$ cat src/rtl/sram_ctrl_defs.sv
// Shared encodings for the sram burst controller: FSM state codes and sram pin idle levels.
// Guarded so it can be both compiled on its own and pulled into the package.
`ifndef SRAM_CTRL_DEFS_SV
`define SRAM_CTRL_DEFS_SV

`define SRAM_ST_IDLE  2'd0
`define SRAM_ST_WRITE 2'd1
`define SRAM_ST_READ  2'd2
`define SRAM_ST_DRAIN 2'd3

`define SRAM_CS_IDLE  1'b0
`define SRAM_WE_IDLE  1'b0
`define SRAM_RD_IDLE  1'b1

`endif

$ cat src/rtl/sram_burst_ctrl_pkg.sv
// Types and pin idle levels shared by the sram burst controller and its read tracker.
// Encodings come from the shared defines so other blocks decoding the pins agree on them.
`include "sram_ctrl_defs.sv"

package sram_burst_ctrl_pkg;

  typedef enum logic [1:0] {
    IDLE  = `SRAM_ST_IDLE,
    WRITE = `SRAM_ST_WRITE,
    READ  = `SRAM_ST_READ,
    DRAIN = `SRAM_ST_DRAIN
  } state_t;

  localparam logic CS_IDLE = `SRAM_CS_IDLE;
  localparam logic WE_IDLE = `SRAM_WE_IDLE;
  localparam logic RD_IDLE = `SRAM_RD_IDLE;

endpackage

$ cat src/rtl/sram_rd_tracker.sv
// Tracks issued sram reads: RD_LAT-deep valid shift, rdo_valid exactly RD_LAT cycles after issue.
// No backpressure; empty_nxt says the pipe drains this cycle if nothing new is issued.
module sram_rd_tracker #(
  parameter int RD_LAT = 1
) (
  input  logic clk,
  input  logic rst_n,
  input  logic issue,
  output logic rdo_valid,
  output logic empty,
  output logic empty_nxt
);

  logic [RD_LAT-1:0] pipe;

  always_ff @(posedge clk or negedge rst_n) begin
    if (!rst_n) begin
      pipe <= '0;
    end else begin
      pipe[0] <= issue;
      for (int i = 1; i < RD_LAT; i++) begin
        pipe[i] <= pipe[i-1];
      end
    end
  end

  assign rdo_valid = pipe[RD_LAT-1];
  assign empty     = (pipe == '0);
  // Only the stage leaving this cycle may be set for the pipe to be empty next cycle.
  assign empty_nxt = ((pipe << 1) == '0);

endmodule

$ cat src/rtl/sram_burst_ctrl.sv
// Turns burst commands into single-port sram pin activity, one beat per clock, with address wrap.
// Writes stall on wd_valid=0; reads return RD_LAT cycles after issue with no backpressure.
module sram_burst_ctrl
  import sram_burst_ctrl_pkg::*;
#(
  parameter int ADDRESS_BITS = 5,
  parameter int DATA_WIDTH   = 8,
  parameter int NUM_REG      = 32,
  parameter int RD_LAT       = 1
) (
  input  logic                    clk,
  input  logic                    rst_n,
  input  logic                    cmd_valid,
  output logic                    cmd_ready,
  input  logic                    cmd_we,
  input  logic                    cmd_dir,
  input  logic [ADDRESS_BITS-1:0] cmd_addr,
  input  logic [ADDRESS_BITS-1:0] cmd_len,
  input  logic                    wd_valid,
  output logic                    wd_ready,
  input  logic [DATA_WIDTH-1:0]   wd_data,
  output logic                    rdo_valid,
  output logic [DATA_WIDTH-1:0]   rdo_data,
  output logic                    busy,
  output logic                    done,
  output logic                    sram_cs,
  output logic                    sram_we,
  output logic                    sram_rd,
  output logic [ADDRESS_BITS-1:0] sram_addr,
  output logic [DATA_WIDTH-1:0]   sram_wr_data,
  input  logic [DATA_WIDTH-1:0]   sram_rd_data
);

  localparam logic [ADDRESS_BITS-1:0] LAST_ADDR = ADDRESS_BITS'(NUM_REG - 1);

  state_t                  state, state_nxt;
  logic [ADDRESS_BITS-1:0] cur_addr;
  logic [ADDRESS_BITS-1:0] beat_cnt;
  logic                    dir_q;
  logic                    done_q;
  logic                    beat;
  logic                    rd_issue;
  logic                    accept;
  logic                    trk_empty;
  logic                    trk_empty_nxt;

  function automatic logic [ADDRESS_BITS-1:0] step_addr(input logic [ADDRESS_BITS-1:0] a,
                                                        input logic                    d);
    if (d) step_addr = (a == '0) ? LAST_ADDR : a - 1'b1;
    else   step_addr = (a == LAST_ADDR) ? '0 : a + 1'b1;
  endfunction

  assign accept = cmd_valid & cmd_ready;

  always_comb begin
    state_nxt    = state;
    cmd_ready    = 1'b0;
    wd_ready     = 1'b0;
    beat         = 1'b0;
    rd_issue     = 1'b0;
    sram_cs      = CS_IDLE;
    sram_we      = WE_IDLE;
    sram_rd      = RD_IDLE;
    sram_addr    = '0;
    sram_wr_data = '0;
    case (state)
      IDLE: begin
        cmd_ready = trk_empty;
        if (cmd_valid && trk_empty) state_nxt = cmd_we ? WRITE : READ;
      end
      WRITE: begin
        wd_ready  = 1'b1;
        sram_addr = cur_addr;
        if (wd_valid) begin
          beat         = 1'b1;
          sram_cs      = 1'b1;
          sram_we      = 1'b1;
          sram_wr_data = wd_data;
          if (beat_cnt == '0) state_nxt = IDLE;
        end
      end
      READ: begin
        beat      = 1'b1;
        rd_issue  = 1'b1;
        sram_cs   = 1'b1;
        sram_rd   = 1'b0;
        sram_addr = cur_addr;
        if (beat_cnt == '0) state_nxt = DRAIN;
      end
      DRAIN: begin
        if (trk_empty_nxt) state_nxt = IDLE;
      end
      default: state_nxt = IDLE;
    endcase
  end

  always_ff @(posedge clk or negedge rst_n) begin
    if (!rst_n) state <= IDLE;
    else        state <= state_nxt;
  end

  // done lands in the first IDLE cycle, the same cycle cmd_ready can take the next command.
  always_ff @(posedge clk or negedge rst_n) begin
    if (!rst_n) begin
      cur_addr <= '0;
      beat_cnt <= '0;
      dir_q    <= 1'b0;
      done_q   <= 1'b0;
    end else begin
      done_q <= ((state == WRITE) && beat && (beat_cnt == '0)) ||
                ((state == DRAIN) && trk_empty_nxt);
      if (accept) begin
        cur_addr <= cmd_addr;
        beat_cnt <= cmd_len;
        dir_q    <= cmd_dir;
      end else if (beat) begin
        cur_addr <= step_addr(cur_addr, dir_q);
        beat_cnt <= beat_cnt - 1'b1;
      end
    end
  end

  sram_rd_tracker #(
    .RD_LAT (RD_LAT)
  ) u_rd_tracker (
    .clk       (clk),
    .rst_n     (rst_n),
    .issue     (rd_issue),
    .rdo_valid (rdo_valid),
    .empty     (trk_empty),
    .empty_nxt (trk_empty_nxt)
  );

  assign rdo_data = sram_rd_data;
  assign done     = done_q;
  assign busy     = (state != IDLE) | ~trk_empty;

endmodule
$ cat config.mk
export PLATFORM = sky130hd
export DESIGN_NAME = sram_burst_ctrl
export DESIGN_NICKNAME = d
export VERILOG_FILES = /design/src/rtl/sram_burst_ctrl_pkg.sv /design/src/rtl/sram_rd_tracker.sv /design/src/rtl/sram_burst_ctrl.sv
export VERILOG_INCLUDE_DIRS = /design/src /design/src/rtl
export SDC_FILE = /design/constraint.sdc
export NUM_CORES = 1
export LEC_CHECK = 0
export CORE_MARGIN = 10
export CORE_UTILIZATION = 43
export DETAILED_ROUTE_END_ITERATION = 12
export GPL_ROUTABILITY_DRIVEN = 0
export PLACE_DENSITY = 0.85
export SYNTH_ARGS = -nofsm -noshare
export SYNTH_HDL_FRONTEND = slang
export SYNTH_SLANG_ARGS = --single-unit
$ cat constraint.sdc
create_clock -name clk -period 3.41 [get_ports clk]
set_input_delay 0.682 -clock clk [delete_from_list [all_inputs] [get_ports clk]]
set_output_delay 0.682 -clock clk [all_outputs]
set_load 0.01 [all_outputs]
# Word level (Yosys, flattened, before mapping)
# Index checks and enable logic that the tools add are counted.
[classes]
magnitude_cmp = 0
n_eq_ne = 8
bitwise = 3
n_mux = 23
n_shift = 0
reduce_logical = 11
mul = 0
add_sub_neg = 3
div = 0
[op_table]
columns = ["op", "count"]
rows = [
  ["2-to-1 mux 5 bit", 8],
  ["2-to-1 mux 8 bit", 2],
  ["zero test 5 bit", 2],
  ["2-to-1 mux 2 bit", 5],
  ["subtractor 5 x 1 -> 5 bit, second input constant", 2],
  ["!= test 2 bit, second input constant", 4],
  ["case mux 2 bit (4 select lines)", 1],
  ["2-to-1 mux 1 bit", 6],
  ["adder 5 x 1 -> 5 bit, second input constant", 1],
  ["== test 5 bit, second input constant", 1],
  ["== test 2 bit, second input constant", 2],
  ["AND reduction 4 bit", 1],
  ["nonzero test 2 bit", 2],
  ["logical AND 1 bit", 3],
  ["== test 2 x 1 -> 1 bit, second input constant", 1],
  ["zero test 2 bit", 1],
  ["case mux 1 bit (2 select lines)", 1],
  ["OR reduction 2 bit", 1],
  ["bitwise AND 1 bit", 1],
  ["logical OR 1 bit", 1],
  ["NOT 1 bit", 1],
  ["OR 1 bit", 1],
]
[totals]
ff_bits = 15
ramBits = 0
latchBits = 0
inputBits = 32
memories = 0
romBits = 0

# Longest topological paths before layout
[depth]
ltp_word = 5
mapped_depth = 7
depth_no_buf = 7

# By module
# From an unflattened synthesis, not the netlist that was laid out.
[hier_totals]
cells_unflattened = 143
hier_area_um2 = 1203.7
[by_module_without_submodules]
columns = ["mod", "cells_each", "area_per_inst_um2", "seq_area_each_um2", "n_inst"]
rows = [
  ["sram_burst_ctrl", 139, 1163.6, 350.3, 1],
  ["sram_rd_tracker", 4, 40.0, 25.0, 1],
]

# Worst setup path after synthesis
# OpenSTA, ideal clock, no wires.
[synth_timing]
path_kind = "reg-to-output"
startpoint = "reg state[1]"
endpoint = "out sram_cs"
arrival_time_ns = 1.232
path_slack_ns = 1.496
path_buffers = 1
stages_incl_launch_ff = 6
required_time_ns = 2.728
path_cell_list = "dfrtp_1 > inv_1 > ha_1 > a21o_4 > and2_1 > buf_6"
[synth_via]
elab_chain_cells = 2
[synth_rtl]
columns = ["item", "line_no", "text"]
rows = [
  ["start: declaration", "sram_burst_ctrl.sv:36", "state_t state, state_nxt;"],
  ["start signal: assignment", "sram_burst_ctrl.sv:99", "else state <= state_nxt;"],
  ["== test 2 bit / == test 2 x 1 -> 1 bit (equally long branches)", "sram_burst_ctrl.sv:66", "case (state)"],
  ["case mux 1 bit (2 select lines) (*)", "sram_burst_ctrl.sv:66", ""],
  ["end: declaration", "sram_burst_ctrl.sv:26", "output logic sram_cs,"],
]
# Mark *: on every way between the ends. The rest lies on a longest branch, timed or not.

# Worst setup path after layout
[layout_timing]
startpoint = "in wd_valid"
endpoint = "out sram_cs"
[layout_via]
elab_chain_cells = 2
[layout_rtl]
columns = ["item", "line_no", "text"]
rows = [
  ["start: declaration", "sram_burst_ctrl.sv:19", "input logic wd_valid,"],
  ["2-to-1 mux 1 bit", "sram_burst_ctrl.sv:74", "if (wd_valid) begin"],
  ["case mux 1 bit (2 select lines)", "sram_burst_ctrl.sv:66", ""],
]
# Every way passes these cells.

==> run_results.csv <==
group,metric,value,unit
outcome,status,"finished, final reports clean",
sta,rsz0062_at_grt,"no",
finish,multi_input_area,711.9,um^2
clocking,cts_root_buf,"clkbuf_4",
job,max_cap_violations,0,
floorplan,num_rows,19,
worst_setup_path,cp.required,2.73,ns
power_and_ir_drop,p_int,0.8222,mW
finish,syn2layout_area_growth,33.50,%
sta,finalCriticalPeriod,2.921,ns
detailed_routing,drt_wl_total,3.270,mm
clocking,post_cts_buffers,0,
detailed_routing,viasPerCell,5.383,
global_routing,gr-total-overflow,0,
global_routing,grt_start_max_net_pins,20,
hold_path,hp-class,"reg -> reg",
placed_design,place_area,1619,um^2
floorplan,die_w,73.54,um
sta,timing.setup.tns,0,ns
sta,min_period_over_period,0.8566,
sta,relSlewSlack,0.5338,
sta,report.final.setup_viol,0,
finish,drive_above_1_share,0.08427,
synthesis,syn_inst,144,
clocking,cts_sinks,15,
finish,finalNetCount,220,
power_and_ir_drop,seqPwrFrac,0.269,
finish,postLayoutCoreUtil,0.5966,
placed_design,hpwl,2.669,mm
clocking,hold_buffers,0,
sta,slew_violations,0,
clocking,htreeDepth,1,
sta,fin_skew,0.002408,ns
synthesis,synth_top_family_by_area,"simple AND/OR/NAND/NOR gates",
power_and_ir_drop,leakage,0.7104,nW
worst_setup_path,startpoint,"wd_valid",
floorplan,initial_utilization,0.4469,
worst_setup_path,worstPathArrival,2.24,ns
detailed_routing,post-route-drc-count,0,
synthesis,synth-simple-area-share,0.2497,
detailed_routing,wl_per_cell,15.65,um
clocking,insertion_delay,0.28,ns
synthesis,yosysWarnings,0,
global_routing,grt_pass1_wl,5.188,mm
synthesis,synthAdderAreaFrac,0.09137,
detailed_routing,antenna_left,0,
worst_setup_path,crit_type,"in -> out",
sta,hold_viol,0,
synthesis,ys_types,39,
synthesis,syn_nets,185,
synthesis,syn_area_per_cell,8.559,um^2
synthesis,async_flop_share,1.000,
power_and_ir_drop,pwr-share-comb,0.661,
sta,fmax,342.3,MHz
worst_setup_path,cpMaxStageDelayCell,"clkdlybuf4s50_1",
worst_setup_path,path_cells,"clkdlybuf4s50_1 -> a21o_4 -> and2_1 -> clkdlybuf4s50_1",
synthesis,synth-xor-area-share,0.03553,
global_routing,grt_usage,0.1162,
hold_path,hold_start,"beat_cnt[0]",
worst_setup_path,r2r-start,"state[1]",
floorplan,io_pins,61,
floorplan,die_h,73.54,um
power_and_ir_drop,power_density,902.5,nW/um^2
placed_design,numPortBuffers,44,
synthesis,synth_area,1232,um^2
synthesis,yosysSeqAreaShare,0.3046,
worst_setup_path,critPathMaxStageDelay,0.63,ns
global_routing,first_global_vias,1166,
floorplan,core_area,2758,um^2
worst_setup_path,crit_path_frequent_cell,"clkdlybuf4s50_1",
clocking,cts_buffer_depth,2,
power_and_ir_drop,swShare,0.4463,
synthesis,synth-compound-area-share,0.1766,
floorplan,die_area,5407,um^2
finish,seq_area,375.4,um^2
synthesis,synth_flop_cell,"dfrtp_1",
finish,fillers,266,
power_and_ir_drop,ir_worst_vdd,0.5425,mV
synthesis,ys_ff_latch,15,
sta,worst_pin_slew,0.6971,ns
synthesis,synth-edff-count,0,
clocking,cts_buffers,3,
detailed_routing,drt_iter0_drc,39,
detailed_routing,vias,1125,
worst_setup_path,crit_path_max_fanout,11,
clocking,clk_pin_slew_worst_paths,0.09,ns
finish,insertedDiodeCount,0,
clocking,tritoncts,"yes",
power_and_ir_drop,p_sw,0.6628,mW
worst_setup_path,cp-end-kind,"primary output",
detailed_routing,drt-pass1-iter-count,4,
global_routing,antenna_found_initial,0,
power_and_ir_drop,clkPwrFrac,0.070,
clocking,cts_resized,0,
synthesis,synthMuxAreaShare,0.02437,
worst_setup_path,cp-start-kind,"primary input",
finish,final_area,1645,um^2
-- sequential cells by signal, indices dropped and copies added, names as in the netlist --
register and flops:
u_rd_tracker.rdo_valid 1, done 1, dir_q 1, beat_cnt 5
cur_addr 5, state 2
-- synth_stat cells (all sizes together), types with 3 or more instances --
cell	n	area, um^2
a21oi	5	25.02
xor2	3	26.28
inv	10	37.54
nand3	5	25.02
nor2	5	18.77
mux2i	3	30.03
and2	8	51.30
o31ai	3	22.52
buf	12	92.59
o21ai	15	75.07
ha	9	112.6
dfrtp	15	375.4
nand2	15	56.30
clkbuf	4	15.01
and3	10	65.06
-- layer usage --
metal  vias up  GRT usage  wire [um]
li1        555          -          -
met1       520     0.1261       1322
met2        46     0.2064       1544
met3         4    0.04307        375
met4         0    0.02899         28
met5         -          0          0
-- worst max-delay path: cells and delay by family --
family	cells	cell delay, ns
buffers and inverters	2	1.18
AND/OR/NAND/NOR	1	0.16
AO/OA/AOI/OAI	1	0.22
-- through the flow --
stage                     hold WS [ns]  cells  power, mW  setup slack (ns)
final                           0.6423    209      1.485            0.4890
after floorplan                 0.3864    144      1.040             1.496
after detailed placement        0.6365    205      1.384            0.5020
after global routing            0.6869    209      1.605            0.3953
after CTS                       0.6547    209      1.496            0.4863
after global placement          0.5909    205      1.331            0.5164
-- logic make-up (layout without fill, tap and decap cells) --
group	Yosys count	in the layout
compound gates	32	32
mux	3	3
fa+ha+maj	9	9
xor+xnor	5	5
flops	15	15
buf+inv	26	60
simple gates	54	54
-- final timing paths --
path	endpoint	slack (ns)	cells after the start
min in group asynchronous	beat_cnt[0]	0.81	1
max	sram_cs	0.49	4
min	beat_cnt[0]	0.64	2
max reg2reg	cur_addr[2]	1.49	7
max in group asynchronous	u_rd_tracker.rdo_valid	2.16	1
min reg2reg	beat_cnt[0]	0.64	2
-- power groups by stage --
stage | registers [mW] | clock network [mW] | logic, mW
2_1_floorplan | 0.349 | 0 | 0.691
3_3_place_gp | 0.389 | 0 | 0.941
3_5_place_dp | 0.401 | 0 | 0.983
4_1_cts | 0.398 | 0.108 | 0.990
5_1_grt | 0.416 | 0.118 | 1.07
6_report | 0.399 | 0.104 | 0.981
-- cells in the final DEF, fill, tap and decap left out, types with 5 or more instances in the layout --
cell type,n
and3_1,8
and2_1,7
nand2_1,15
o21ai_0,13
inv_1,10
ha_1,9
clkdlybuf4s50_1,44
a21oi_1,5
nand3_1,5
nor2_1,5
dfrtp_1,15
-- layout make-up --
class / count / area share
timing repair buffer: 46 / 0.2768
clock buffer: 4 / 0.01597
tap: 31 / 0.02357
sequential: 15 / 0.2281
multi-input combinational: 103 / 0.4327
inverter: 10 / 0.02281
Power figures use the tool's default switching activity.
